<file path="config.mk">
export PLATFORM = sky130hd
export DESIGN_NAME = sentinel_key_conditioner
export DESIGN_NICKNAME = d
export VERILOG_FILES = /design/src/rtl/sentinel_pkg.sv /design/src/rtl/sentinel_sync2.sv /design/src/rtl/sentinel_key_conditioner.sv
export SDC_FILE = /design/constraint.sdc
export NUM_CORES = 1
export LEC_CHECK = 0
export CAP_MARGIN = 20
export CORE_MARGIN = 4
export CORE_UTILIZATION = 39
export CTS_CLUSTER_SIZE = 30
export DETAILED_ROUTE_END_ITERATION = 10
export SYNTH_ARGS = -nofsm -noshare
export SYNTH_HDL_FRONTEND = slang
export SYNTH_SLANG_ARGS = --single-unit
</file>
<file path="constraint.sdc">
create_clock -name clk -period 1.94 [get_ports clk]
set_input_delay 0.291 -clock clk [delete_from_list [all_inputs] [get_ports clk]]
set_output_delay 0.291 -clock clk [all_outputs]
set_load 0.05 [all_outputs]
</file>
<file path="src/rtl/sentinel_pkg.sv">
// Sentinel key conditioner shared definitions.
// Key width, default tuning and bounce counter helpers.
package sentinel_pkg;

   localparam int KEY_W             = 8;
   localparam int STABLE_CYCLES_DEF = 16;
   localparam int BOUNCE_WINDOW_DEF = 256;
   localparam int BOUNCE_LIMIT_DEF  = 8;
   localparam int BCNT_W            = 4;

   localparam logic [BCNT_W-1:0] BCNT_MAX = '1;

   function automatic logic [BCNT_W-1:0] sat_inc(
      input logic [BCNT_W-1:0] v
   );
      return (v == BCNT_MAX) ? v : v + 1'b1;
   endfunction

endpackage

</file>
<file path="src/rtl/sentinel_sync2.sv">
// Two-flop level synchroniser for asynchronous inputs.
// Parameterised width, async active-low reset.
module sentinel_sync2 #(
   parameter int W = 8
) (
   input  logic         clk,
   input  logic         rst_n,
   input  logic [W-1:0] d,
   output logic [W-1:0] q
);

   logic [W-1:0] meta;

   // Plain flop chain, nothing between the stages.
   always_ff @(posedge clk or negedge rst_n) begin
      if (!rst_n) begin
         meta <= '0;
         q    <= '0;
      end else begin
         meta <= d;
         q    <= meta;
      end
   end

endmodule

</file>
<file path="src/rtl/sentinel_key_conditioner.sv">
// Sentinel key conditioner: sync, whole-byte debounce,
// qualified key with strobe, and a bounce-rate alarm.
module sentinel_key_conditioner
   import sentinel_pkg::*;
#(
   parameter int STABLE_CYCLES = STABLE_CYCLES_DEF,
   parameter int BOUNCE_WINDOW = BOUNCE_WINDOW_DEF,
   parameter int BOUNCE_LIMIT  = BOUNCE_LIMIT_DEF
) (
   input  logic              clk,
   input  logic              rst_n,
   input  logic              ena,
   input  logic [KEY_W-1:0]  sw_in,
   input  logic              clr_alarm,
   output logic [KEY_W-1:0]  key_out,
   output logic              key_valid,
   output logic              key_strobe,
   output logic              bounce_alarm,
   output logic [BCNT_W-1:0] bounce_count
);

   localparam int WW = $clog2(BOUNCE_WINDOW);
   localparam logic [7:0] CNT_TOP = 8'(STABLE_CYCLES - 1);
   localparam logic [BCNT_W-1:0] LIMIT = BCNT_W'(BOUNCE_LIMIT);

   logic [KEY_W-1:0]  raw_s;
   logic [KEY_W-1:0]  cand;
   logic [7:0]        cnt;
   logic [WW-1:0]     wcnt;
   logic              diff;
   logic              bev;
   logic              wrap;
   logic              hit;
   logic [BCNT_W-1:0] bcnt_next;

   sentinel_sync2 #(
      .W (KEY_W)
   ) u_sync (
      .clk   (clk),
      .rst_n (rst_n),
      .d     (sw_in),
      .q     (raw_s)
   );

   assign diff = (raw_s != cand);
   assign bev  = ena & diff;
   assign wrap = &wcnt;
   assign hit  = bev & (bcnt_next >= LIMIT);

   // Next bounce count: window wrap restarts the tally.
   always_comb begin
      bcnt_next = bounce_count;
      if (wrap) begin
         bcnt_next = {{(BCNT_W-1){1'b0}}, bev};
      end else if (bev) begin
         bcnt_next = sat_inc(bounce_count);
      end
   end

   // Candidate tracking and key qualification.
   always_ff @(posedge clk or negedge rst_n) begin
      if (!rst_n) begin
         cand       <= '0;
         cnt        <= '0;
         key_out    <= '0;
         key_valid  <= 1'b0;
         key_strobe <= 1'b0;
      end else begin
         cand <= raw_s;
         if (!ena) begin
            cnt        <= '0;
            key_out    <= '0;
            key_valid  <= 1'b0;
            key_strobe <= 1'b0;
         end else if (diff) begin
            cnt        <= '0;
            key_valid  <= 1'b0;
            key_strobe <= 1'b0;
         end else if (cnt < CNT_TOP) begin
            cnt        <= cnt + 8'd1;
            key_valid  <= 1'b0;
            key_strobe <= 1'b0;
         end else begin
            key_valid  <= 1'b1;
            key_out    <= cand;
            key_strobe <= (cand != key_out);
         end
      end
   end

   // Windowed bounce counter and sticky alarm.
   always_ff @(posedge clk or negedge rst_n) begin
      if (!rst_n) begin
         wcnt         <= '0;
         bounce_count <= '0;
         bounce_alarm <= 1'b0;
      end else begin
         if (ena) begin
            wcnt         <= wcnt + 1'b1;
            bounce_count <= bcnt_next;
         end
         if (hit) begin
            bounce_alarm <= 1'b1;
         end else if (clr_alarm) begin
            bounce_alarm <= 1'b0;
         end
      end
   end

endmodule
</file>
==> results of run 1 <==
## layout make-up
| type | instances | area, um2 | area share |
|---|---|---|---|
| Tap cell | 70 | 87.6 | 0.0332 |
| Inverter | 3 | 11.3 | 0.00427 |
| Timing Repair Buffer | 34 | 323 | 0.122 |
| Clock inverter | 3 | 22.5 | 0.00853 |
| Sequential cell | 55 | 1380 | 0.522 |
| Multi-Input combinational cell | 111 | 749 | 0.284 |
| Clock buffer | 5 | 68.8 | 0.0261 |
## cell usage in the layout (no fill, tap or decap), types with 2 or more instances in the layout
cell type	count
sky130_fd_sc_hd__clkbuf_8	5
sky130_fd_sc_hd__ha_1	3
sky130_fd_sc_hd__buf_4	7
sky130_fd_sc_hd__xor2_1	20
sky130_fd_sc_hd__o21ai_1	8
sky130_fd_sc_hd__inv_1	3
sky130_fd_sc_hd__o21ai_0	2
sky130_fd_sc_hd__xnor2_1	6
sky130_fd_sc_hd__nand2_1	14
sky130_fd_sc_hd__dfrtp_1	55
sky130_fd_sc_hd__dlymetal6s2s_1	2
sky130_fd_sc_hd__nor4_2	2
sky130_fd_sc_hd__and3_1	6
sky130_fd_sc_hd__a21oi_1	3
sky130_fd_sc_hd__nand3_1	11
sky130_fd_sc_hd__nor2_1	6
sky130_fd_sc_hd__clkdlybuf4s50_1	23
sky130_fd_sc_hd__and2_1	2
sky130_fd_sc_hd__nand4_1	4
sky130_fd_sc_hd__nor4_1	3
sky130_fd_sc_hd__nor3_1	3
## cell families after synthesis
family,count (synthesis),synth area share
buffers and inverters,10,0.0231
adders and majority gates,3,0.0173
and+or+nand+nor,58,0.147
AOI/OAI and AO/OA,22,0.0635
xor gates and xnor gates,26,0.105
muxes,2,0.00981
DFF,55,0.635
## layer usage
layer	vias up	track usage	routed length (um)
met3	6	0.0456	130
met4	0	0.0343	42
met1	673	0.161	1790
met5	-	0	0
li1	679	-	-
met2	18	0.187	1810
## power groups by stage
stage | clock, uW | sequential, uW | combinational (uW)
floorplan | 0 | 1610 | 294
finish | 637 | 1440 | 688
detailed placement | 0 | 1470 | 688
global placement | 0 | 1450 | 659
CTS | 654 | 1440 | 690
global route | 700 | 1460 | 751
## timing repair
item	4_1_cts	5_1_grt
setup endpoints to repair	0	3
gates resized for setup	0	3
hold buffers	1	0
hold endpoints to repair	19	0
## how the worst min path moves through the flow
stage / from / endpoint / slack [ns] / cells after the start
after CTS: u_sync.meta[6] / u_sync.q[6] / 0.36 / 0
after detailed placement: rst_n / u_sync.meta[5] / 0.26 / 1
after global placement: rst_n / u_sync.meta[5] / 0.25 / 1
final: u_sync.meta[0] / u_sync.q[0] / 0.36 / 0
after global routing: u_sync.meta[1] / u_sync.q[1] / 0.36 / 0
after floorplan: rst_n / bounce_alarm / -0.005 / 0
## stage by stage
step	instance area, um2	setup WS [ns]
3_3_place_gp	2520	0.259
3_5_place_dp	2520	0.148
6_report	2640	0.0910
4_1_cts	2630	0.0187
5_1_grt	2640	0.0199
2_1_floorplan	2170	0.0563
## state kept, by name, indices dropped and copies added (netlist names), 4 cells and up
signal        flops
bounce_count      4
key_out           8
u_sync.q          8
wcnt              8
cnt               8
u_sync.meta       8
cand              8
==> run_results.csv, run 1 <==
group,metric,value,unit
floorplan,die_h,82.6,um
synth,async_flop_share,1.00,
floorplan,area_of_the_die,0.00682,mm2
flow_run,number_of_max_capacitance_violations_reported,0,
sta,worst_rel_slew_slack,0.659,
sta,finalCriticalPeriod,1.85,ns
pwr,switching_share,0.334,
cells_and_area,syn_to_final_growth,21.7,%
worst_setup_path,path_buf_inv,1,
worst_setup_path,r2r_end,"bounce_count[3]",
placement,place_hpwl,2790,um
cells_and_area,final_cell_count_no_fill,281,
worst_setup_path,critical_path.startpoint_type,"flip-flop",
grt,gr-total-overflow,0,
floorplan,num_io_pins,27,
pwr,leakage_power,0.00122,uW
worst_setup_path,crit_path_end,"key_out[1]",
cells_and_area,nNetsFinal,225,
synth,yosys_most_used_dff,"sky130_fd_sc_hd__dfrtp_1",
clocking,cts.reportedPaths.clkPinSlew,0.10,ns
grt,grt_max_degree,33,
worst_setup_path,max_stage_delay_on_crit_path,0.83,ns
sta,setup_viol_count_final,0,
grt,grt_antenna_before_repair,0,
cells_and_area,finish.utilization,0.504,
drt,detail_routed_net_length_per_standard_cell,13.4,um
sta,final_number_of_hold_violating_endpoints,0,
synth,ys_seq_elements,55,
worst_setup_path,worst_r2r_startpoint,"u_sync.q[5]",
status,result_of_the_run,"completed",
pwr,total_power,2770,uW
pwr,combinational_power_share,0.249,
synth,synth.avg_cell_area,12.3,um2
grt,grt_pass1_wl,6170,um
synth,synth-edff-count,0,
synth,syn_nets,191,
worst_setup_path,critPathSlowestCell,"sky130_fd_sc_hd__clkdlybuf4s50_1",
drt,firstDrtPassIters,4,
synth,netlist-cell-type-count,39,
clocking,cts-root-to-sink-buffers,2,
cells_and_area,fillerInstances,457,
synth,synth_area_leaders,"sky130_fd_sc_hd__dfrtp_1 63%, sky130_fd_sc_hd__xor2_1 8.1%, sky130_fd_sc_hd__nand3_1 2.5%",
drt,detailroute.via_count,1376,
placement,numPlacedInstances,272,
drt,route.detailed.drc,0,
pwr,power.ir.vdd_worst,0.000472,V
drt,post_detailed_route_via_to_cell_ratio,4.90,
worst_setup_path,ff2ff_setup_slack,0.18,ns
synth,syn_area,0.00217,mm2
clocking,clock-sinks,55,
worst_setup_path,crit_cells,1,
cells_and_area,drive_above_1_share,0.114,
sta,grt_setup_unrepaired,"no",
drt,drt-total-wl,3770,um
worst_setup_path,cell_by_cell_listing_of_the_critical_path,"clkdlybuf4s50_1",
pwr,seqPwrFrac,0.521,
worst_setup_path,capturing_element_type_of_the_critical_path,"output pin",
synth,post-synth-top-area-cell,"sky130_fd_sc_hd__dfrtp_1",
worst_setup_path,timing.critical_path.arrival,1.56,ns
floorplan,initial_utilization,0.414,
clocking,cts_root_buf,"sky130_fd_sc_hd__clkbuf_8",
worst_setup_path,source_of_the_critical_timing_path,"key_out[1]",
clocking,h-tree-depth,2,
worst_setup_path,critical_path_peak_fanout,3,
sta,final_max_slew_viol_count,0,
worst_setup_path,timing.reg2reg.worst_path_depth,6,
sta,post-route-period-util,0.953,
synth,yosysWarnings,0,
sta,finalClockSkew,0.00903,ns
synth,seq_area_frac_synth,0.635,
drt,detail-route-antenna-nets,0,
sta,setup_tns,0,ns
synth,post_synth_inst_count,176,
clocking,tritoncts,"built",
pwr,power_report.internal_total,1840,uW
clocking,insertion_delay,0.31,ns
pwr,p_clk_frac,0.230,
grt,global_route.usage.total,0.122,
synth,synth_largest_type_area_fraction,0.635,
synth,synth_most_common_cell,"sky130_fd_sc_hd__dfrtp_1",
grt,first_global_vias,1296,
synth,ys_top_cells_by_count,"55 x sky130_fd_sc_hd__dfrtp_1, 20 x sky130_fd_sc_hd__xor2_1, 14 x sky130_fd_sc_hd__nand2_1",
sta,maxClockFrequency,0.541,GHz
clocking,post_cts_repair_setup_buffers,0,
pwr,p_per_area,1050,mW/mm2
pwr,power.net_switching,925,uW
worst_hold_path,hold_path_class,"reg -> reg",
placement,place.gp.congestion,0.785,
sta,hold_slack,0.356,ns
floorplan,horizontal_die_dimension,82.6,um
cells_and_area,antenna_cells,0,
worst_setup_path,critPathKind,"reg -> out",
placement,numPortBuffers,26,
worst_setup_path,critical_path_required,1.65,ns
sta,max_slew.worst_pin.slew,0.510,ns
drt,drtIter0Drc,110,
floorplan,floorplan.rows,26,
clocking,cts-buffers-inserted,5,
floorplan,core-area,0.00524,mm2
worst_setup_path,critical_path.top_delay_family,"buffers and inverters",
Note: power is estimated with default switching activity, not from simulation.
==> run 2: changes to the inputs <==
--- a/config.mk
+++ b/config.mk
@@ -5,6 +5,7 @@
 export SDC_FILE = /design/constraint.sdc
 export NUM_CORES = 1
 export LEC_CHECK = 0
+export ABC_AREA = 1
 export CAP_MARGIN = 20
 export CORE_MARGIN = 4
 export CORE_UTILIZATION = 39
@@ -12,4 +13,5 @@
 export DETAILED_ROUTE_END_ITERATION = 10
 export SYNTH_ARGS = -nofsm -noshare
 export SYNTH_HDL_FRONTEND = slang
+export SYNTH_HIERARCHICAL = 1
 export SYNTH_SLANG_ARGS = --single-unit
==> run 2 against run 1 <==
  * First-iteration DRC count is 51% lower
  * Clock skew about the same
  * Synthesized cell count increased by 38%
  * Sequential cell count unchanged
  * Power down 7.3%
  * Hold slack worse by 0.0021 ns
==> run_results.csv, run 2 <==
group,metric,value,unit
status,result_of_the_run,"completed",
synth,synth-compound-area-share,0.0632,
synth,post_synth_and_or_nand_nor_area_fraction,0.207,
cells_and_area,syn_to_final_growth,21.3,%
floorplan,initial_utilization,0.414,
clocking,cts-buffers-inserted,5,
sta,final_max_slew_viol_count,0,
synth,seq_area_frac_synth,0.589,
synth,post_synth_mux_area_share,0,
worst_setup_path,critical_path_required,1.65,ns
grt,first_global_vias,1532,
worst_setup_path,cell_by_cell_listing_of_the_critical_path,"clkdlybuf4s50_1",
synth,post_synth_inst_count,243,
placement,dpl-instance-area,0.00271,mm2
floorplan,die_h,85.4,um
drt,detail_routed_net_length_per_standard_cell,11.2,um
clocking,cts.reportedPaths.clkPinSlew,0.10,ns
sta,setup_viol_count_final,0,
worst_hold_path,hold_path_class,"reg -> reg",
sta,post-route-period-util,0.963,
synth,largest_family_of_logic_cells_by_synthesized_area,"simple AND/OR/NAND/NOR gates",
synth,synth_area_leaders,"sky130_fd_sc_hd__dfrtp_1 59%, sky130_fd_sc_hd__nand2_1 10%, sky130_fd_sc_hd__inv_1 4.8%",
worst_setup_path,timing.critical_path.arrival,1.58,ns
synth,synth-edff-count,0,
placement,place_hpwl,2900,um
clocking,insertion_delay,0.31,ns
clocking,cts_root_buf,"sky130_fd_sc_hd__clkbuf_8",
worst_setup_path,max_stage_delay_on_crit_path,0.84,ns
floorplan,horizontal_die_dimension,85.4,um
sta,grt_setup_unrepaired,"no",
synth,syn_area,0.00233,mm2
clocking,cts-root-to-sink-buffers,2,
synth,post-synth-top-area-cell,"sky130_fd_sc_hd__dfrtp_1",
synth,async_flop_share,1.00,
pwr,power.ir.vdd_worst,0.000397,V
clocking,h-tree-depth,2,
clocking,tritoncts,"built",
drt,route.detailed.drc,0,
synth,synth_xor_area_frac,0.0600,
grt,global_route.usage.total,0.120,
floorplan,floorplan.rows,27,
grt,gr-total-overflow,0,
drt,detail-route-antenna-nets,0,
pwr,leakage_power,0.00138,uW
sta,max_slew.worst_pin.slew,0.500,ns
drt,drt-total-wl,3960,um
sta,finalClockSkew,0.00894,ns
synth,synth_largest_type_area_fraction,0.589,
cells_and_area,nNetsFinal,294,
synth,netlist-cell-type-count,23,
grt,grt_antenna_before_repair,0,
sta,finalCriticalPeriod,1.87,ns
cells_and_area,antenna_cells,0,
flow_run,number_of_max_capacitance_violations_reported,0,
worst_setup_path,critPathKind,"reg -> out",
worst_setup_path,critical_path_peak_fanout,5,
synth,yosys_most_used_dff,"sky130_fd_sc_hd__dfrtp_1",
worst_setup_path,capturing_element_type_of_the_critical_path,"output pin",
floorplan,num_io_pins,27,
worst_setup_path,critical_path.top_delay_family,"buffers and inverters",
floorplan,core-area,0.00564,mm2
placement,numPortBuffers,26,
cells_and_area,drive_above_1_share,0.125,
clocking,post_cts_repair_setup_buffers,0,
sta,final_number_of_hold_violating_endpoints,0,
floorplan,area_of_the_die,0.00729,mm2
pwr,p_per_area,907,mW/mm2
drt,detailroute.via_count,1604,
sta,maxClockFrequency,0.535,GHz
clocking,clock-sinks,55,
drt,drtIter0Drc,54,
synth,synth.avg_cell_area,9.61,um2
synth,ys_seq_elements,55,
synth,yosysWarnings,6,
worst_setup_path,path_buf_inv,1,
sta,worst_rel_slew_slack,0.666,
cells_and_area,fillerInstances,522,
drt,firstDrtPassIters,4,
cells_and_area,mostFrequentLayoutCell,"sky130_fd_sc_hd__nand2_1",
synth,yosys.area_share.adder,0.0161,
drt,post_detailed_route_via_to_cell_ratio,4.56,
worst_setup_path,critPathSlowestCell,"sky130_fd_sc_hd__clkdlybuf4s50_1",
cells_and_area,most_used_cells_in_the_layout_excluding_fill_and_tap_cells,"62 x sky130_fd_sc_hd__nand2_1, 55 x sky130_fd_sc_hd__dfrtp_1, 30 x sky130_fd_sc_hd__inv_1",
synth,synth_most_common_cell,"sky130_fd_sc_hd__nand2_1",
sta,setup_tns,0,ns
grt,grt_max_degree,56,
worst_setup_path,critical_path.startpoint_type,"flip-flop",
synth,syn_nets,258,
grt,grt_pass1_wl,7020,um
synth,ys_top_cells_by_count,"62 x sky130_fd_sc_hd__nand2_1, 55 x sky130_fd_sc_hd__dfrtp_1, 30 x sky130_fd_sc_hd__inv_1",
cells_and_area,post-route-cell-area,0.00283,mm2
placement,place.gp.congestion,0.770,
-- run 2: cell families (layout without fill, tap and decap cells) --
| logic type | Yosys count | count (layout) |
|---|---|---|
| fa+ha+maj | 3 | 3 |
| flops | 55 | 55 |
| compound gates | 22 | 22 |
| simple gates | 109 | 109 |
| buf+inv | 38 | 75 |
| xor+xnor | 16 | 16 |
-- run 2: per-stage QoR --
step                      std cells  worst slack, ns  power [uW]   util  hold WS [ns]
final                           352           0.0712        2570  0.502         0.354
after floorplan                 243            0.466        1670      -      -0.00459
after CTS                       352           0.0164        2610  0.502         0.359
after global routing            352           0.0149        2730  0.502         0.360
after detailed placement        343            0.146        1850  0.480         0.312
after global placement          343            0.217        1830  0.480         0.313
-- run 2: final timing paths --
path                                   end  cells after the start  slack [ns]            start
setup / recovery           bounce_count[2]                      1        0.07  bounce_count[2]
max in group asynchronous           cnt[5]                      3        1.19            rst_n
hold reg to reg                u_sync/q[6]                      0        0.35   u_sync/meta[6]
setup reg to reg                key_out[7]                      9        0.27          cand[7]
min in group asynchronous        key_valid                      3        0.50            rst_n
hold / removal                 u_sync/q[6]                      0        0.35   u_sync/meta[6]
-- run 2: where the power goes --
| part | total (uW) | switching, uW | leakage, uW | internal, uW |
|---|---|---|---|---|
| registers | 1380 | 111 | 0.000687 | 1270 |
| clock network | 749 | 364 | 0.0000581 | 385 |
| logic | 443 | 265 | 0.000638 | 178 |
-- run 2: cell type report --
type | count | area [um2] | area share
Sequential cell | 55 | 1380 | 0.486
Multi-Input combinational cell | 150 | 808 | 0.285
Clock buffer | 5 | 68.8 | 0.0243
Inverter | 36 | 135 | 0.0477
Tap cell | 72 | 90.1 | 0.0318
Clock inverter | 3 | 43.8 | 0.0155
Timing Repair Buffer | 31 | 310 | 0.110
-- run 2: repair_timing --
| action | 4_1_cts | 5_1_grt |
|---|---|---|
| hold buffers | 1 | 0 |
| gates resized for setup | 0 | 1 |
| endpoints found under the hold margin | 55 | 0 |
| setup endpoints to repair | 0 | 1 |
-- run 2: layer usage --
metal  vias to the layer above  part of all wire  track usage
li1                        831                 -            -
met1                       743              0.50        0.162
met2                        24              0.44        0.186
met3                         6             0.041       0.0320
met4                         0             0.015       0.0432
met5                         -                 0            0
